### src/rtl/subtractor_serial_pkg.sv
// Shared definitions for the slice-serial signed subtractor: state encoding and width derivation.
// The max macro is guarded so repeated inclusion in one compilation unit stays harmless.
`ifndef SUBTRACTOR_SERIAL_MAX
`define SUBTRACTOR_SERIAL_MAX(x, y) (((x) > (y)) ? (x) : (y))
`endif

package subtractor_serial_pkg;

    typedef enum logic [1:0] {
        IDLE = 2'd0,
        RUN  = 2'd1,
        DONE = 2'd2
    } state_t;

    function automatic int calc_bits(input int wa, input int wb);
        return `SUBTRACTOR_SERIAL_MAX(wa, wb);
    endfunction

    function automatic int calc_n(input int wa, input int wb, input int sl);
        return calc_bits(wa, wb) / sl;
    endfunction

endpackage

### src/rtl/subtractor_slice.sv
// Combinational SLICE-bit adder stage: sum of a, pre-inverted b and carry-in.
// No latency, no flow control; the caller feeds ~b so the stage subtracts.
module subtractor_slice #(
    parameter int SLICE = 4
) (
    input  logic [SLICE-1:0] a,
    input  logic [SLICE-1:0] nb,
    input  logic             ci,
    output logic [SLICE-1:0] sum,
    output logic             co
);

    assign {co, sum} = {1'b0, a} + {1'b0, nb} + {{SLICE{1'b0}}, ci};

endmodule

### src/rtl/subtractor_serial.sv
// Signed a - b - borrow_in computed SLICE bits per cycle; result valid N cycles after accept.
// Single operand/result slot: in_ready only in IDLE, result held in DONE until out_ready.
module subtractor_serial
    import subtractor_serial_pkg::*;
#(
    parameter  int WIDTH_A = 16,
    parameter  int WIDTH_B = 16,
    parameter  int SLICE   = 4,
    localparam int BITS    = calc_bits(WIDTH_A, WIDTH_B)
) (
    input  logic               clk,
    input  logic               rst_n,
    input  logic               in_valid,
    output logic               in_ready,
    input  logic [WIDTH_A-1:0] a,
    input  logic [WIDTH_B-1:0] b,
    input  logic               borrow_in,
    output logic               out_valid,
    input  logic               out_ready,
    output logic [BITS-1:0]    diff,
    output logic               borrow_out,
    output logic               ovf,
    output logic               busy
);

    localparam int N  = calc_n(WIDTH_A, WIDTH_B, SLICE);
    localparam int CW = (N > 1) ? $clog2(N) : 1;
    localparam logic [CW-1:0] LAST = CW'(N - 1);

    if (BITS % SLICE != 0) begin : g_bad_slice
        $error("subtractor_serial: BITS must be a multiple of SLICE");
    end

    state_t            state_q;
    state_t            state_d;
    logic [BITS-1:0]   a_q;
    logic [BITS-1:0]   nb_q;
    logic [BITS-1:0]   res_q;
    logic              carry_q;
    logic [CW-1:0]     cnt_q;
    logic              borrow_q;
    logic              ovf_q;

    logic [BITS-1:0]   a_ext;
    logic [BITS-1:0]   b_ext;
    logic [SLICE-1:0]  a_sl;
    logic [SLICE-1:0]  nb_sl;
    logic [SLICE-1:0]  sum;
    logic              co;
    logic              accept;
    logic              last;

    // Size casts of signed operands sign-extend the narrower input.
    assign a_ext  = BITS'($signed(a));
    assign b_ext  = BITS'($signed(b));
    assign accept = in_valid & in_ready;
    assign last   = (cnt_q == LAST);
    assign a_sl   = a_q[int'(cnt_q) * SLICE +: SLICE];
    assign nb_sl  = nb_q[int'(cnt_q) * SLICE +: SLICE];

    subtractor_slice #(.SLICE(SLICE)) u_slice (
        .a   (a_sl),
        .nb  (nb_sl),
        .ci  (carry_q),
        .sum (sum),
        .co  (co)
    );

    always_ff @(posedge clk or negedge rst_n) begin
        if (!rst_n) begin
            state_q <= IDLE;
        end else begin
            state_q <= state_d;
        end
    end

    always_comb begin
        state_d = state_q;
        case (state_q)
            IDLE:    if (accept)    state_d = RUN;
            RUN:     if (last)      state_d = DONE;
            DONE:    if (out_ready) state_d = IDLE;
            default:                state_d = IDLE;
        endcase
    end

    always_comb begin
        in_ready  = (state_q == IDLE);
        out_valid = (state_q == DONE);
        busy      = (state_q != IDLE);
    end

    always_ff @(posedge clk or negedge rst_n) begin
        if (!rst_n) begin
            a_q      <= '0;
            nb_q     <= '0;
            res_q    <= '0;
            carry_q  <= 1'b0;
            cnt_q    <= '0;
            borrow_q <= 1'b0;
            ovf_q    <= 1'b0;
        end else if (accept) begin
            a_q     <= a_ext;
            nb_q    <= ~b_ext;
            carry_q <= ~borrow_in;
            cnt_q   <= '0;
        end else if (state_q == RUN) begin
            res_q[int'(cnt_q) * SLICE +: SLICE] <= sum;
            carry_q <= co;
            cnt_q   <= cnt_q + 1'b1;
            if (last) begin
                borrow_q <= ~co;
                // Operand signs differ when a and ~b share a top bit; sum's top bit is the result sign.
                ovf_q    <= (a_q[BITS-1] == nb_q[BITS-1]) && (sum[SLICE-1] != a_q[BITS-1]);
            end
        end
    end

    assign diff       = res_q;
    assign borrow_out = borrow_q;
    assign ovf        = ovf_q;

endmodule

### config.mk
export PLATFORM = sky130hd
export DESIGN_NAME = subtractor_serial
export DESIGN_NICKNAME = d
export VERILOG_FILES = /design/src/rtl/subtractor_serial_pkg.sv /design/src/rtl/subtractor_slice.sv /design/src/rtl/subtractor_serial.sv
export SDC_FILE = /design/constraint.sdc
export NUM_CORES = 1
export LEC_CHECK = 0
export CORE_ASPECT_RATIO = 0.6
export CORE_MARGIN = 8
export CORE_UTILIZATION = 53
export CTS_BUF_LIST = sky130_fd_sc_hd__clkbuf_16
export DETAILED_ROUTE_END_ITERATION = 16
export PLACE_DENSITY_LB_ADDON = 0.12
export SLEW_MARGIN = 20
export SYNTH_ARGS = -nofsm -noshare
export SYNTH_HDL_FRONTEND = slang
export SYNTH_SLANG_ARGS = --single-unit
### constraint.sdc
create_clock -name clk -period 5.4 [get_ports clk]
set_input_delay 1.08 -clock clk [delete_from_list [all_inputs] [get_ports clk]]
set_output_delay 1.08 -clock clk [all_outputs]
set_load 0.005 [all_outputs]
# [After elaboration in Yosys (flattened, before gate mapping)]
# Index checks and enable logic that the tools add are counted.
[classes] reduce_logical=7 bitwise=5 n_shift=4 eq_ne=8 add_sub_neg=4 muxes=9
[op_table] operator="negation 4 -> 33 bit" n=1
[op_table] operator="variable shift 4 x 33 -> 16 bit, first input constant" n=1
[op_table] operator="variable part select 4 x 33 -> 16 bit" n=1
[op_table] operator="variable part select 16 x 5 -> 4 bit" n=2
[op_table] operator="bitwise mux 16 bit" n=1
[op_table] operator="inverter 16 bit" n=1
[op_table] operator="two-way mux 2 bit" n=5
[op_table] operator="one-hot mux 2 bit (3 select lines)" n=1
[op_table] operator="AND reduction 3 bit" n=2
[op_table] operator="adder 4 x 4 -> 5 bit" n=1
[op_table] operator="adder 5 x 1 -> 5 bit" n=1
[op_table] operator="equality test 2 bit, second input constant" n=2
[op_table] operator="!= test 2 x 1 -> 1 bit, second input constant" n=2
[op_table] operator="nonzero test 2 bit" n=2
[op_table] operator="inverter 1 bit" n=3
[op_table] operator="adder 2 x 1 -> 2 bit, second input constant" n=1
[op_table] operator="equality test 2 x 1 -> 1 bit, second input constant" n=1
[op_table] operator="logical NOT 2 bit" n=1
[op_table] operator="two-way mux 1 bit" n=2
[op_table] operator="!= test 2 bit, second input constant" n=1
[op_table] operator="AND reduction 2 bit" n=1
[op_table] operator="AND 1 bit" n=1
[op_table] operator="equality test 1 bit" n=1
[op_table] operator="logical AND 1 bit" n=1
[op_table] operator="!= test 1 bit" n=1
[word_totals] reg_bits=55 out_inout_bits=21 in_bits=37 elab_cells=45

# [Logic depth before layout (Yosys ltp)]
[depth] word_depth=5 ltp_mapped=7 mapped_depth_nobuf=6

# [By module]
# Synthesis repeated with hierarchy kept, for this count alone.
[unflattened] hier_cells=212 area_unflattened_um2=2645.0
[by_module_without_submodules] mod="subtractor_serial" cells_each=196 area_per_inst_um2=2501.1 n_inst=1
[by_module_without_submodules] mod="subtractor_slice" cells_each=16 area_per_inst_um2=143.9 n_inst=1

# [Worst setup path before layout]
# Ideal clock, no wire load.
[synth_timing] kind="register to register" startpoint="register cnt_q[1]" endpoint="register carry_q" path_slack_ps=2969 stages_incl_launch_ff=8 required_ps=5262 setup_ps=138 t_arrival_ps=2293 cell_sequence="dfrtp_1 -> clkbuf_1 -> mux4_2 -> fa_1 -> fa_1 -> a21o_1 -> a21oi_1 -> o221ai_1"
[synth_via] elab_chain_cells=5
[synth_rtl] item="start, declared" line="subtractor_serial.sv:40" rtl="logic [CW-1:0] cnt_q;"
[synth_rtl] item="start signal, assigned" line="subtractor_serial.sv:110" rtl="cnt_q <= cnt_q + 1'b1;"
[synth_rtl] item="variable part select 16 x 5 -> 4 bit (on tied branches)" line="subtractor_serial.sv:58, subtractor_serial.sv:59"
[synth_rtl] item="adder 4 x 4 -> 5 bit *" line="subtractor_slice.sv:13" rtl="assign {co, sum} = {1'b0, a} + {1'b0, nb} + {{SLICE{1'b0}}, ci};"
[synth_rtl] item="adder 5 x 1 -> 5 bit *" line="subtractor_slice.sv:13"
[synth_rtl] item="two-way mux 1 bit *" line="subtractor_serial.sv:107" rtl="end else if (state_q == RUN) begin"
[synth_rtl] item="two-way mux 1 bit *" line="subtractor_serial.sv:102" rtl="end else if (accept) begin"
[synth_rtl] item="end signal, assigned" line="subtractor_serial.sv:105" rtl="carry_q <= ~borrow_in;"
[synth_rtl] item="end signal, assigned" line="subtractor_serial.sv:109" rtl="carry_q <= co;"
[synth_rtl] item="end, declared" line="subtractor_serial.sv:39" rtl="logic carry_q;"
# Every way passes the cells marked *; elsewhere a longest branch is shown, timed or not. The select of a mux whose other input is x is not followed.
# A chain may end at the register's enable or synchronous reset.

# [Worst setup path after layout]
[layout_timing] startpoint="register cnt_q[0]" endpoint="register res_q[2], in the netlist diff[2]"
[layout_via] elab_chain_cells=5
[layout_rtl] item="variable part select 16 x 5 -> 4 bit (on tied branches)" line="subtractor_serial.sv:58, subtractor_serial.sv:59"
[layout_rtl] item="adder 4 x 4 -> 5 bit" line="subtractor_slice.sv:13"
[layout_rtl] item="adder 5 x 1 -> 5 bit" line="subtractor_slice.sv:13"
[layout_rtl] item="variable part select 4 x 33 -> 16 bit" line="subtractor_serial.sv:108" rtl="res_q[int'(cnt_q) * SLICE +: SLICE] <= sum;"
[layout_rtl] item="bitwise mux 16 bit *" line="subtractor_serial.sv:108"
[layout_rtl] item="end signal, assigned by index" line="subtractor_serial.sv:108"
[layout_rtl] item="end, declared" line="subtractor_serial.sv:38" rtl="logic [BITS-1:0] res_q;"
# Every way passes the cells marked *; elsewhere a longest branch is shown, timed or not.

==> results_dict.tcl <==
set metrics [dict create \
    dr_wl_met2_um 2490 \
    die-area_sq_um 7250 \
    postRouteAntennaNets 0 \
    fp.dieH_um 69.2 \
    initial_utilization 0.548 \
    slew_headroom 0.502 \
    worst-setup-path-type "reg -> reg" \
    period_minus_slack_ns 3.01 \
    clockBufferDepth 2 \
    io_buffers 57 \
    dr_wl_met3_um 334 \
    synth_cell_type_count 36 \
    status "finished clean" \
    syn2layout_area_growth_pct 29.7 \
    cts_tree "yes" \
    synthesis.area_sq_um 2500 \
    synth_fp_nets 277 \
    ys_ff_latch 55 \
    fin_skew_ns 0.00401 \
    fmax_mhz 332 \
    finalSetupTns_ns 0 \
    fillCellCount 369 \
    drc 0 \
    critical_path.startpoint_type "flip-flop" \
    tightest_slew_ns 0.747 \
    cts_inserted_buffers 5 \
    ctsHtreeMaxLevel 2 \
    grt_usage 0.165 \
    coreArea_sq_um 4560 \
    gr-total-overflow 0 \
    grt_max_degree 56 \
    power.leakage_nw 1.51 \
    ir_drop_mv 0.333 \
    first_pass_iters 5 \
    rows 19 \
    crit_fanout 16 \
    antenna_found_initial 0 \
    place.gp.congestion 0.827 \
    multi_input_area_sq_um 1060 \
    synthCells 229 \
    drive_above_1_share 0.0734 \
    drtIter0Drc 93 \
    cap_viol_max_count 0 \
    die_w_um 105 \
    nets 333 \
    yosys.area.top_type_share 0.550 \
    dpl.hpwl_um 4140 \
    r2r_slack_ns 2.39 \
    finalWirelength_um 5600 \
    grt_pass1_vias 1929 \
    end_kind "flip-flop" \
    setup_viol 0 \
    finalHoldViolations 0 \
    num_antenna_cells 0 \
    top_layer "met4" \
    rsz0062_at_grt "no" \
    fin_ws_ns 2.39 \
    regArea_sq_um 1380 \
    critPathArrivalTime_ns 3.23 \
    seq_area_frac_synth 0.550 \
    slew_viol_final 0 \
    clock_latency_ns 0.29 \
    yosys-top-cells-area "dfrtp_1, nand2_1, mux4_2" \
    avgSynthCellArea_sq_um 10.9 \
    root_buffer "clkbuf_16" \
    route.vias.total 1850 \
    dpl_worst_slack_ns 2.42 \
    cts_resized 0 \
    wl_met1_um 2710 \
    grt_pass1_wl_um 9750 \
    io_pins 58 \
    yosys_warnings 0 \
    p_per_area_nw_per_um2 617 \
    synth_top_area_cell "dfrtp_1" \
    period_share 0.558 \
    post-cts-setup-buffers 0 \
    ctsHoldBuffers 0 \
    clkTransAtPathRegs_ns 0.07 \
    via_per_inst 5.30 \
    worstPathRequired_ns 5.61 \
    wl_per_cell_um 16.0 \
    hp-class "reg -> reg" \
    clkSinkCount 55 \
]
[power breakdown]
group / internal (W) / switching, W / total (W)
combinational: 0.000452 / 0.000522 / 0.000973
sequential: 0.000583 / 0.000144 / 0.000727
clock: 0.000167 / 0.000135 / 0.000302
[critical path, cell delays in order, from the launching register on]
cell and delay [ns]:
dfrtp_1 0.83, mux4_2 0.62, fa_1 0.45, fa_1 0.41, xor2_1 0.34, nand3_1 0.14
o21ai_1 0.15
[routing by layer]
layer,global-route usage,vias to the layer above
met2,0.244,58
met3,0.0492,8
met4,0.0550,0
met1,0.227,885
met5,0,-
li1,-,899
[through the flow]
stage | util | total power, W | cells | hold slack [ns] | area (sq um)
2_1_floorplan | - | 0.00136 | 229 | 0.440 | 2500
3_3_place_gp | 0.681 | 0.00167 | 341 | 0.458 | 3110
3_5_place_dp | 0.681 | 0.00170 | 341 | 0.470 | 3110
4_1_cts | 0.711 | 0.00201 | 349 | 0.484 | 3250
5_1_grt | 0.711 | 0.00216 | 349 | 0.505 | 3250
6_report | 0.711 | 0.00200 | 349 | 0.479 | 3250
[cell families (layout without fill, tap and decap cells)]
group / after synthesis / in the layout / synth area share
multiplexers: 9 / 9 / 0.0765
flip-flops: 55 / 55 / 0.550
XOR/XNOR: 2 / 2 / 0.00700
AND/OR/NAND/NOR: 95 / 95 / 0.162
AO/OA/AOI/OAI: 43 / 43 / 0.117
adder cells (fa/ha/maj): 11 / 11 / 0.0610
buffers and inverters: 14 / 71 / 0.0265
[placed cells by master (no fill, tap or decap), drive strengths merged]
cell type / n
nand2: 76
clkdlybuf4s50: 56
dfrtp: 55
o21ai: 20
a22o: 15
ha: 9
mux4: 8
inv: 5
nand3: 5
clkbuf: 5
nor2: 4
buf: 3
a21o: 2
fa: 2
clkinv: 2
nand2b: 2
a21oi: 2
and2: 1
nor3: 1
and3b: 1
xor2: 1
nor2b: 1
xnor2: 1
o221ai: 1
o31ai: 1
mux2: 1
or3: 1
a211o: 1
nor3b: 1
o2111ai: 1
nor4: 1
and3: 1
[worst paths after layout]
path	to	start	cells past startpoint
worst min register to register	nb_q[0]	nb_q[0]	2
min in group asynchronous	nb_q[14]	rst_n	2
worst max-delay path	diff[2]	cnt_q[0]	6
worst max register to register	diff[2]	cnt_q[0]	6
max in group asynchronous	a_q[3]	rst_n	2
worst min-delay path	nb_q[0]	nb_q[0]	2
[flip-flops by register name, indices dropped and copies added (netlist names)]
| register | count |
|---|---|
| a_q | 16 |
| borrow_out | 1 |
| carry_q | 1 |
| state_q | 2 |
| ovf | 1 |
| diff | 16 |
| nb_q | 16 |
| cnt_q | 2 |
[area by class of cell]
cell class,count,share of cell area
repair buffers,59,0.179
flip-flops and latches,55,0.424
multi-input cells,160,0.326
well taps,63,0.0243
clock inverters,3,0.00347
clock buffers,5,0.0385
inverters,4,0.00462
[synth_stat cells]
cell,count
a211o_1,1
a21o_1,2
a21oi_1,1
a21oi_2,1
a22o_1,15
and2_1,1
and3_1,1
and3b_1,1
buf_2,5
buf_4,2
clkbuf_1,3
dfrtp_1,55
fa_1,2
ha_1,9
inv_1,4
mux2_1,1
mux4_2,8
nand2_1,75
nand2_2,1
nand2b_1,1
nand2b_2,1
nand3_1,5
nor2_1,3
nor2_2,1
nor2b_1,1
nor3_1,1
nor3b_1,1
nor4_2,1
o2111ai_1,1
o21ai_0,19
o21ai_1,1
o221ai_1,1
o31ai_1,1
or3_1,1
xnor2_1,1
xor2_1,1
(Power assumes the default switching activity.)
